File: src/rtl/mem_access_unit.sv
// ============================================================================
// mem_access_unit : load/store initiator with req/ack handshake and timeout
// Rev 1.0
// ============================================================================
`default_nettype none

module mem_access_unit #(
    parameter logic [31:0] ADDR_HIGH = 32'h0000_2FFF,
    parameter int          TIMEOUT   = 15
) (
    input  logic        clk,
    input  logic        rst_n,
    input  logic        i_start,
    input  logic        i_is_store,
    input  logic [1:0]  i_access_type,
    input  logic        i_sign_read,
    input  logic [31:0] i_addr,
    input  logic [31:0] i_store_data,
    output logic        o_busy,
    output logic        o_done,
    output logic [31:0] o_load_data,
    output logic        o_addr_err,
    output logic        o_bus_err,
    output logic        o_bus_req,
    output logic        o_bus_write,
    output logic [31:0] o_bus_addr,
    output logic [3:0]  o_bus_byte_en,
    output logic [31:0] o_bus_wdata,
    input  logic        i_bus_ack,
    input  logic [31:0] i_bus_rdata
);

    localparam logic [1:0] c_S_IDLE = 2'd0;
    localparam logic [1:0] c_S_REQ  = 2'd1;
    localparam logic [1:0] c_S_DONE = 2'd2;
    localparam logic [1:0] c_S_ERR  = 2'd3;

    localparam logic [1:0] c_AT_WORD = 2'd0;
    localparam logic [1:0] c_AT_HALF = 2'd1;
    localparam logic [1:0] c_AT_BYTE = 2'd2;

    localparam logic [7:0] c_CNT_LAST = 8'(TIMEOUT - 1);

    logic [1:0]  r_state;
    logic [7:0]  r_cnt;
    logic [1:0]  r_type;
    logic        r_sign;
    logic [1:0]  r_lane;
    logic        r_busy;
    logic        r_done;
    logic        r_addr_err;
    logic        r_bus_err;
    logic        r_bus_req;
    logic        r_bus_write;
    logic [31:0] r_bus_addr;
    logic [3:0]  r_bus_be;
    logic [31:0] r_bus_wdata;
    logic [31:0] r_load_data;

    logic        w_illegal;
    logic [3:0]  w_be;
    logic [31:0] w_wdata;
    logic [15:0] w_half;
    logic [7:0]  w_byte;
    logic [31:0] w_load_ext;

    always_comb begin
        w_illegal = (i_addr > ADDR_HIGH);
        w_be      = 4'b1111;
        w_wdata   = i_store_data;
        case (i_access_type)
            c_AT_WORD: begin
                w_illegal = w_illegal | (i_addr[1:0] != 2'b00);
            end
            c_AT_HALF: begin
                w_illegal = w_illegal | i_addr[0];
                w_be      = i_addr[1] ? 4'b1100 : 4'b0011;
                w_wdata   = {2{i_store_data[15:0]}};
            end
            c_AT_BYTE: begin
                w_be    = 4'b0001 << i_addr[1:0];
                w_wdata = {4{i_store_data[7:0]}};
            end
            default: begin
                w_illegal = 1'b1;
            end
        endcase
    end

    // Extraction uses the lane/type latched at request time, not the live inputs.
    always_comb begin
        w_half = r_lane[1] ? i_bus_rdata[31:16] : i_bus_rdata[15:0];
        case (r_lane)
            2'd0:    w_byte = i_bus_rdata[7:0];
            2'd1:    w_byte = i_bus_rdata[15:8];
            2'd2:    w_byte = i_bus_rdata[23:16];
            default: w_byte = i_bus_rdata[31:24];
        endcase
        case (r_type)
            c_AT_HALF: w_load_ext = {{16{r_sign & w_half[15]}}, w_half};
            c_AT_BYTE: w_load_ext = {{24{r_sign & w_byte[7]}}, w_byte};
            default:   w_load_ext = i_bus_rdata;
        endcase
    end

    always_ff @(posedge clk or negedge rst_n) begin
        if (!rst_n) begin
            r_state     <= c_S_IDLE;
            r_cnt       <= 8'd0;
            r_type      <= 2'd0;
            r_sign      <= 1'b0;
            r_lane      <= 2'd0;
            r_busy      <= 1'b0;
            r_done      <= 1'b0;
            r_addr_err  <= 1'b0;
            r_bus_err   <= 1'b0;
            r_bus_req   <= 1'b0;
            r_bus_write <= 1'b0;
            r_bus_addr  <= 32'd0;
            r_bus_be    <= 4'd0;
            r_bus_wdata <= 32'd0;
            r_load_data <= 32'd0;
        end else begin
            r_done     <= 1'b0;
            r_addr_err <= 1'b0;
            r_bus_err  <= 1'b0;
            case (r_state)
                c_S_IDLE: begin
                    if (i_start) begin
                        if (w_illegal) begin
                            r_state    <= c_S_ERR;
                            r_done     <= 1'b1;
                            r_addr_err <= 1'b1;
                        end else begin
                            r_state     <= c_S_REQ;
                            r_cnt       <= 8'd0;
                            r_busy      <= 1'b1;
                            r_bus_req   <= 1'b1;
                            r_bus_write <= i_is_store;
                            r_bus_addr  <= {i_addr[31:2], 2'b00};
                            r_bus_be    <= w_be;
                            r_bus_wdata <= w_wdata;
                            r_type      <= i_access_type;
                            r_sign      <= i_sign_read;
                            r_lane      <= i_addr[1:0];
                        end
                    end
                end
                c_S_REQ: begin
                    // An ack on the final allowed cycle takes priority over the timeout.
                    if (i_bus_ack) begin
                        r_state   <= c_S_DONE;
                        r_done    <= 1'b1;
                        r_busy    <= 1'b0;
                        r_bus_req <= 1'b0;
                        if (!r_bus_write) begin
                            r_load_data <= w_load_ext;
                        end
                    end else if (r_cnt == c_CNT_LAST) begin
                        r_state   <= c_S_ERR;
                        r_done    <= 1'b1;
                        r_bus_err <= 1'b1;
                        r_busy    <= 1'b0;
                        r_bus_req <= 1'b0;
                    end else begin
                        r_cnt <= r_cnt + 8'd1;
                    end
                end
                default: begin
                    r_state <= c_S_IDLE;
                end
            endcase
        end
    end

    assign o_busy        = r_busy;
    assign o_done        = r_done;
    assign o_load_data   = r_load_data;
    assign o_addr_err    = r_addr_err;
    assign o_bus_err     = r_bus_err;
    assign o_bus_req     = r_bus_req;
    assign o_bus_write   = r_bus_write;
    assign o_bus_addr    = r_bus_addr;
    assign o_bus_byte_en = r_bus_be;
    assign o_bus_wdata   = r_bus_wdata;

endmodule

`default_nettype wire

File: config.mk
export PLATFORM = sky130hd
export DESIGN_NAME = mem_access_unit
export DESIGN_NICKNAME = d
export VERILOG_FILES = /design/src/rtl/mem_access_unit.sv
export SDC_FILE = /design/constraint.sdc
export NUM_CORES = 1
export LEC_CHECK = 0
export BUFFER_PORTS_ARGS = -buffer_cell sky130_fd_sc_hd__buf_2
export CAP_MARGIN = 15
export CORE_UTILIZATION = 54
export DETAILED_ROUTE_END_ITERATION = 8
export PLACE_DENSITY = 0.86
export SYNTH_ARGS = -nofsm -noshare
export SYNTH_HDL_FRONTEND = slang
export SYNTH_SLANG_ARGS = --single-unit
File: constraint.sdc
create_clock -name clk -period 2.6 [get_ports clk]
set_input_delay 0.26 -clock clk [delete_from_list [all_inputs] [get_ports clk]]
set_output_delay 0.26 -clock clk [all_outputs]
set_load 0.005 [all_outputs]
==> impl_metrics.env, run 1 <==
export IMPL_hold_viol_final=0
export IMPL_postSynthAreaPerCell_um2=10.2
export IMPL_start_kind="input pin"
export IMPL_place_congestion=0.951
export IMPL_cp_max_fo=27
export IMPL_grt_usage=0.321
export IMPL_grt_pass1_vias=5517
export IMPL_ios=210
export IMPL_via_per_inst=5.76
export IMPL_fp_dieH_um=105
export IMPL_wire_per_inst_um=17.9
export IMPL_num_antenna_cells=0
export IMPL_rr_startpoint="r_type[0]"
export IMPL_grt_max_degree=63
export IMPL_synth_seq_cells=118
export IMPL_totalWireLength_mm=17.1
export IMPL_start_util=0.555
export IMPL_root_buffer="clkbuf_8"
export IMPL_cp_endpoint="o_bus_addr[27]"
export IMPL_grt_pass1_wl_mm=27.2
export IMPL_slowest_stage="dlygate4sd3_1"
export IMPL_port_buffer_count=207
export IMPL_drtAntennaViolNets=0
export IMPL_clockBufferDepth=2
export IMPL_cts_resized=0
export IMPL_clk_pin_slew_ps=60
export IMPL_dpl_hpwl_mm=11.2
export IMPL_fp_coreArea_um2=10300
export IMPL_cts_hold_buf=40
export IMPL_post_cts_setup_buffers=0
export IMPL_cp_startpoint="i_addr[31]"
export IMPL_tns_ps=0
export IMPL_slew_headroom=0.484
export IMPL_drcViolationCount=0
export IMPL_syn_to_final_growth_pct=37.5
export IMPL_cts_tree="yes"
export IMPL_crit_type="in2reg"
export IMPL_ys_types=53
export IMPL_drt_initial_drc_count=399
export IMPL_rrSetupSlack_ps=500
export IMPL_cap_viol_max_count=0
export IMPL_fmax_ghz=0.418
export IMPL_powerDensity_nw_per_um2=1100
export IMPL_hp_class="in2reg"
export IMPL_nFillCells=655
export IMPL_path_cells="dlygate4sd3_1 -> buf_2 -> nor4_1 -> and4_1 -> a21oi_2 -> nor2_4 -> buf_4 -> mux2_1"
export IMPL_end_kind="flip-flop"
export IMPL_crit_family="buffers and inverters"
export IMPL_worstRegToRegCells=7
export IMPL_grt_ovfl_total=0
export IMPL_floorplan_rows=37
export IMPL_p_leak_uw=0.00377
export IMPL_synth_main_ff_cell="dfrtp_1"
export IMPL_seq_area_frac_synth=0.515
export IMPL_die_area_um2=11000
export IMPL_syn_area_um2=5730
export IMPL_final_util=0.764
export IMPL_period_minus_slack_ps=2390
export IMPL_numCtsBuffers=17
export IMPL_synth_async_reset_ratio=1.00
export IMPL_slew_violations=0
export IMPL_critPathBufInv=3
export IMPL_crit_cells=8
export IMPL_regToRegEndpoint="o_load_data[3]"
export IMPL_clk_latency_ps=510
export IMPL_worst_endpoint_arrival_ps=2780
export IMPL_htree_levels=4
export IMPL_critPathMaxStageDelay_ps=530
export IMPL_vdd_drop_max_v=0.000751
export IMPL_firstDrtPassIters=5
export IMPL_synthCells=562
export IMPL_rsz0062_at_grt="false"
export IMPL_timing_final_crit_share=0.919
export IMPL_tightest_slew_ps=774
export IMPL_setup_violations=0
export IMPL_die_x_um=105
export IMPL_vias=5499
export IMPL_grt_antenna_before_repair=0
export IMPL_clock_skew_ps=9.62
export IMPL_status="completed"
export IMPL_synth_edff_count=0
export IMPL_required_ps=2990
export IMPL_yosys_warnings=0
export IMPL_clock_sinks=118
export IMPL_final_net_count=918
export IMPL_drive_above_1_share=0.319
## per-layer routing
layer | share of wire | GRT usage
met5 | 0 | 0
met4 | 0.043 | 0.176
met3 | 0.087 | 0.0836
met2 | 0.51 | 0.557
met1 | 0.36 | 0.359
## cells in the final DEF (no fill, tap or decap), drive strengths merged, types with 2 or more instances in the layout
master	n
o21a	2
nand3	3
buf	222
or3	4
o21ai	79
inv	17
ha	8
clkinv	4
nor3b	2
conb	2
nor3	3
mux2i	3
a31oi	2
bufinv	4
or4	4
nor4	7
a21o	3
a22oi	8
dlygate4sd3	40
dfrtp	118
mux2	55
a21oi	47
nor2	39
and2	2
o31ai	21
clkbuf	22
nor2b	3
nand2b	11
a21boi	10
nand2	60
## logic make-up after synthesis
family,synth area share
compound gates,0.189
fa+ha+maj,0.0175
buf+inv,0.0437
flops,0.515
mux,0.117
other cells,0.000654
simple gates,0.117
## stage by stage
stage	power (µW)	worst slack, ps	instance area [µm²]	instances	hold WS, ps
5_1_grt	9190	173	7880	954	0.162
3_3_place_gp	6010	319	6890	883	384
3_5_place_dp	6160	213	6890	883	392
2_1_floorplan	4780	604	5740	563	-35.6
6_report	8680	210	7880	954	19.4
4_1_cts	8620	270	7880	954	0.177
## power breakdown
part	total [µW]	leakage (µW)	switching [µW]	internal (µW)
Combinational	3060	0.00204	1670	1390
Sequential	3240	0.00144	548	2690
Clock	2370	0.000289	799	1570
## Yosys cell counts, types with 2 or more instances
cell      count  area [µm²]
a21boi_1      2        15.0
clkbuf_1     25        93.8
nand2_1      59         221
a21o_1        3        22.5
nor4_1        6        37.5
and2_1        2        12.5
buf_2         2        10.0
or3_1         3        18.8
nor2_1       38         143
mux2i_1       3        30.0
o21a_1        2        15.0
nor2b_1       3        18.8
nand3_1       3        15.0
inv_1        17        63.8
nand2b_1     11        68.8
o21ai_1       2        10.0
or4_1         4        30.0
nor3_1        3        15.0
dfrtp_1     118        2950
mux2_1       54         608
buf_4         9        67.6
a21boi_0      8        60.1
o31ai_1      20         150
a22oi_1       8        60.1
o21ai_0      77         385
a21oi_1      46         230
ha_1          8         100
## worst register-to-register path: stages (launching register included)
cell and delay (ps):
dfrtp_1 380, inv_1 80, ha_1 240, nor2b_1 470
nor2_1 80, o21ai_1 470, a21oi_1 150, a21oi_1 170
## state kept, by name (all words and copies together), names as in the netlist
name / cells
r_type: 2
o_load_data: 32
o_bus_wdata: 32
o_bus_addr: 30
o_bus_write: 1
r_state: 2
o_bus_byte_en: 4
r_sign: 1
o_addr_err: 1
o_bus_err: 1
o_done: 1
o_bus_req: 1
r_lane: 2
r_cnt: 8
## layout make-up
type | count | area, µm² | share of cell area
flip-flops and latches | 118 | 2950 | 0.375
multi-input cells | 390 | 2540 | 0.322
repair buffers | 262 | 1560 | 0.198
clock buffers | 22 | 443 | 0.0562
well taps | 136 | 170 | 0.0216
clock inverters | 9 | 151 | 0.0192
inverters | 17 | 63.8 | 0.00810
## worst min-delay path by stage
| stage | start | endpoint | depth (start not counted) | slack (ps) |
|---|---|---|---|---|
| 2_1_floorplan | rst_n | o_addr_err | 0 | -40 |
| 3_3_place_gp | rst_n | o_bus_write | 1 | 380 |
| 3_5_place_dp | rst_n | o_load_data[4] | 1 | 390 |
| 4_1_cts | i_addr[17] | o_bus_addr[17] | 2 | 0.2 |
| 5_1_grt | i_addr[17] | o_bus_addr[17] | 2 | 0.2 |
| 6_report | i_addr[17] | o_bus_addr[17] | 2 | 20 |
(Power assumes the default switching activity.)
==> run 2, diff against run 1 <==
CORE_MARGIN = 2   (was unset)
CORE_UTILIZATION = 50   (was 54)
PLACE_DENSITY = 0.81   (was 0.86)
clock period = 2.22 ns   (was 2.6 ns; I/O delays follow)
==> impl_metrics.env, run 2 (synthesis results as in run 1) <==
export IMPL_final_area_um2=7620
export IMPL_grt_ovfl_total=0
export IMPL_p_leak_uw=0.00367
export IMPL_fp_coreArea_um2=11300
export IMPL_layout_common_cells="buf_2 (206), dfrtp_1 (118), o21ai_0 (77), nand2_1 (59), mux2_1 (54)"
export IMPL_worstRegToRegCells=7
export IMPL_fmax_ghz=0.502
export IMPL_numCtsBuffers=17
export IMPL_fp_dieH_um=111
export IMPL_num_antenna_cells=0
export IMPL_drtAntennaViolNets=0
export IMPL_p_seq_frac=0.364
export IMPL_worst_endpoint_arrival_ps=2330
export IMPL_clk_latency_ps=420
export IMPL_tightest_slew_ps=609
export IMPL_start_kind="flip-flop"
export IMPL_grt_pass1_vias=5128
export IMPL_timing_final_crit_share=0.897
export IMPL_clockPowerShare=0.294
export IMPL_vias=5181
export IMPL_slew_violations=0
export IMPL_hold_viol_final=0
export IMPL_grt_pass1_wl_mm=25.4
export IMPL_dpl_hpwl_mm=11.6
export IMPL_place_area_um2=6950
export IMPL_cp_max_fo=9
export IMPL_rsz0062_at_grt="false"
export IMPL_setup_violations=0
export IMPL_port_buffer_count=207
export IMPL_slew_headroom=0.592
export IMPL_regToRegEndpoint="o_load_data[3]"
export IMPL_period_minus_slack_ps=1990
export IMPL_firstDrtPassIters=6
export IMPL_clk_pin_slew_ps=50
export IMPL_hp_start="i_addr[11]"
export IMPL_status="completed"
export IMPL_cts_tree="yes"
export IMPL_final_net_count=884
export IMPL_floorplan_rows=39
export IMPL_grt_antenna_before_repair=0
export IMPL_grt_usage=0.261
export IMPL_root_buffer="clkbuf_16"
export IMPL_via_per_inst=5.58
export IMPL_die_x_um=111
export IMPL_syn_to_final_growth_pct=32.9
export IMPL_drive_above_1_share=0.343
export IMPL_rrSetupSlack_ps=230
export IMPL_pwr_share_comb=0.343
export IMPL_clock_skew_ps=9.48
export IMPL_crit_type="reg2reg"
export IMPL_cp_startpoint="r_type[0]"
export IMPL_whs_endpoint="o_bus_addr[11]"
export IMPL_die_area_um2=12300
export IMPL_final_util=0.673
export IMPL_dp_cells=895
export IMPL_ios=210
export IMPL_drt_initial_drc_count=407
export IMPL_place_congestion=0.912
export IMPL_p_int_uw=6880
export IMPL_holdPathStages=2
export IMPL_mostFrequentLayoutCell="buf_2"
export IMPL_htree_levels=4
export IMPL_hp_class="in2reg"
export IMPL_grt_max_degree=62
export IMPL_wire_per_inst_um=16.9
export IMPL_layout_cells_non_filler=928
export IMPL_cap_viol_max_count=0
export IMPL_p_sw_frac=0.335
export IMPL_clock_sinks=118
export IMPL_vdd_drop_max_v=0.000717
export IMPL_tns_ps=0
export IMPL_totalWireLength_mm=15.7
export IMPL_end_kind="flip-flop"
export IMPL_required_ps=2560
export IMPL_drcViolationCount=0
export IMPL_start_util=0.506
export IMPL_powerDensity_nw_per_um2=1360
export IMPL_clockBufferDepth=2
export IMPL_rr_startpoint="r_type[0]"
export IMPL_switching_power_uw=3460
==> run 2: cell types whose count changed in the layout (fill, tap and decap cells not counted) <==
cell,change
clkinv_4,-1
nor2b_2,+1
nor2b_1,-1
clkbuf_8,+2
dlygate4sd3_1,-39
clkbuf_1,-1
clkinv_2,-1
clkbuf_16,+1
buf_12,+1
buf_4,+4
bufinv_16,+1
==> run 2: timing repair <==
action	4_1_cts	5_1_grt
setup endpoints to repair	0	2
hold buffers	1	0
setup buffers	0	0
gates resized for setup	0	1
hold endpoints to repair	26	0
==> run 2: how the worst max path moves through the flow <==
stage	endpoint	slack, ps	depth (start not counted)
floorplan	o_bus_addr[13]	260	8
global placement	o_bus_addr[26]	120	9
detailed placement	o_bus_addr[8]	4	9
CTS	o_load_data[3]	170	7
global route	r_cnt[1]	100	7
finish	o_load_data[3]	230	7
==> run 2: power groups by stage <==
stage,Sequential [µW],Combinational (µW),Clock (µW)
after floorplan,3770,1830,0
after global routing,3890,3930,3200
final,3760,3550,3040
after CTS,3760,3570,3100
after global placement,3710,3410,0
after detailed placement,3770,3540,0
==> run 2: area by class of cell <==
cell class                 instances  area [µm²]
sequential                       118        2950
fill                             855        3700
inverter                          17        63.8
timing repair buffer             228        1220
tap                              143         179
clock buffer                      24         492
multi-input combinational        390        2540
clock inverter                     8         168
==> run 2: critical path: stages, from the launching register on <==
cell and delay (ps):
dfrtp_1 370, inv_1 80, ha_1 250, nor2b_2 350
o21ai_0 160, a21boi_0 360, o21ai_0 200, a21oi_1 150
==> run 2: through the flow <==
stage               total power [µW]  setup slack, ps  hold slack, ps
CTS                            10400              169            9.09
floorplan                       5590              262           -73.6
global placement                7120              121             158
finish                         10300              228            27.5
detailed placement              7300             4.34             159
global route                   11000              101            18.1
==> run 2: layer usage <==
layer / vias to the layer above / part of all wire / track usage
met5: - / 0 / 0
met4: 0 / 0.030 / 0.124
met3: 40 / 0.081 / 0.0798
met2: 266 / 0.50 / 0.438
met1: 2466 / 0.39 / 0.307
li1: 2409 / - / -
==> run 3, diff against run 2 <==
PLACE_DENSITY = 0.93   (was 0.81)
REMOVE_ABC_BUFFERS = 1   (was unset)
==> impl_metrics.env, run 3 (synthesis results as in run 1) <==
export IMPL_grt_pass1_vias=5169
export IMPL_final_net_count=886
export IMPL_cp_startpoint="r_type[0]"
export IMPL_worst_endpoint_arrival_ps=2340
export IMPL_nFillCells=893
export IMPL_hp_start="i_addr[10]"
export IMPL_timing_final_crit_share=0.904
export IMPL_required_ps=2550
export IMPL_rr_startpoint="r_type[0]"
export IMPL_crit_type="reg2reg"
export IMPL_fmax_ghz=0.498
export IMPL_drtAntennaViolNets=0
export IMPL_ios=210
export IMPL_regToRegEndpoint="o_load_data[0]"
export IMPL_syn_to_final_growth_pct=32.6
export IMPL_firstDrtPassIters=5
export IMPL_vdd_drop_max_v=0.000859
export IMPL_clk_pin_slew_ps=60
export IMPL_p_leak_uw=0.00366
export IMPL_clock_sinks=118
export IMPL_start_kind="flip-flop"
export IMPL_rsz0062_at_grt="false"
export IMPL_post_cts_setup_buffers=0
export IMPL_dpl_hpwl_mm=11.4
export IMPL_slowest_stage="nor2b_1"
export IMPL_drt_initial_drc_count=507
export IMPL_wire_per_inst_um=16.9
export IMPL_final_util=0.671
export IMPL_cts_resized=0
export IMPL_grt_antenna_before_repair=0
export IMPL_start_util=0.506
export IMPL_slew_headroom=0.600
export IMPL_num_antenna_cells=0
export IMPL_layout_common_cells="buf_2 (206), dfrtp_1 (118), o21ai_0 (77), nand2_1 (59), mux2_1 (54)"
export IMPL_totalWireLength_mm=15.7
export IMPL_setup_violations=0
export IMPL_hp_class="in2reg"
export IMPL_cts_hold_buf=1
export IMPL_fp_dieH_um=111
export IMPL_worstRegToRegCells=7
export IMPL_status="completed"
export IMPL_place_congestion=0.870
export IMPL_grt_ovfl_total=0
export IMPL_clockBufferDepth=2
export IMPL_cts_tree="yes"
export IMPL_port_buffer_count=207
export IMPL_numCtsBuffers=17
export IMPL_cp_endpoint="o_load_data[0]"
export IMPL_period_minus_slack_ps=2010
export IMPL_grt_usage=0.260
export IMPL_cp_max_fo=9
export IMPL_final_area_um2=7600
export IMPL_drive_above_1_share=0.342
export IMPL_die_area_um2=12300
export IMPL_tightest_slew_ps=598
export IMPL_path_cells="inv_1 -> ha_1 -> nor2b_1 -> o21ai_0 -> a21boi_0 -> o21ai_0 -> a21oi_1"
export IMPL_via_per_inst=5.50
export IMPL_floorplan_rows=39
export IMPL_rrSetupSlack_ps=210
export IMPL_cap_viol_max_count=0
export IMPL_place_area_um2=7000
export IMPL_mostFrequentLayoutCell="buf_2"
export IMPL_powerDensity_nw_per_um2=1330
export IMPL_die_x_um=111
export IMPL_slew_violations=0
export IMPL_end_kind="flip-flop"
export IMPL_critPathMaxStageDelay_ps=490
export IMPL_htree_levels=4
export IMPL_power_uw=10100
export IMPL_grt_max_degree=43
export IMPL_root_buffer="clkbuf_16"
export IMPL_clock_skew_ps=6.65
export IMPL_fp_coreArea_um2=11300
export IMPL_vias=5109
export IMPL_hold_viol_final=0
export IMPL_drcViolationCount=0
export IMPL_tns_ps=0
export IMPL_grt_pass1_wl_mm=25.5
export IMPL_worst_path_most_repeated_cell="o21ai_0"
export IMPL_clk_latency_ps=410
-- run 3: through the flow --
stage / setup WS [ps] / hold WS, ps / instances
final: 213 / 23.8 / 929
after global routing: 52.1 / 18.1 / 929
after CTS: 254 / 12.2 / 929
after detailed placement: 47.0 / 228 / 897
after global placement: 116 / 227 / 897
after floorplan: -728 / -73.6 / 525
-- run 3: routing by layer --
metal / share of wire / GRT usage
met1: 0.40 / 0.314
met2: 0.50 / 0.439
met3: 0.083 / 0.0847
met4: 0.021 / 0.0938
met5: 0 / 0
-- run 3: power by group --
part | internal [µW] | total (µW) | switching, µW
registers | 3150 | 3780 | 623
logic | 1640 | 3550 | 1910
clock network | 1810 | 2750 | 943
total | 6610 | 10100 | 3470
-- run 3: how the worst min path moves through the flow --
stage	to	slack (ps)	cells past startpoint
finish	o_bus_addr[10]	20	2
global route	o_bus_addr[6]	20	2
CTS	o_bus_addr[10]	10	2
detailed placement	o_load_data[4]	230	1
global placement	o_load_data[2]	230	1
floorplan	o_addr_err	-70	0
-- run 3: critical path: cells and delay by family, from the launching register on --
kind            cells  cell delay (ps)
fa+ha+maj           1              250
simple gates        1              490
flops               1              370
buf+inv             1               90
compound gates      4              730
-- run 3: area by class of cell --
type,count,area [µm²],share of cell area
Inverter,17,63.8,0.00840
Multi-Input combinational cell,390,2540,0.334
Timing Repair Buffer,230,1280,0.168
Clock buffer,22,464,0.0611
Sequential cell,118,2950,0.389
Tap cell,143,179,0.0235
Clock inverter,9,126,0.0166
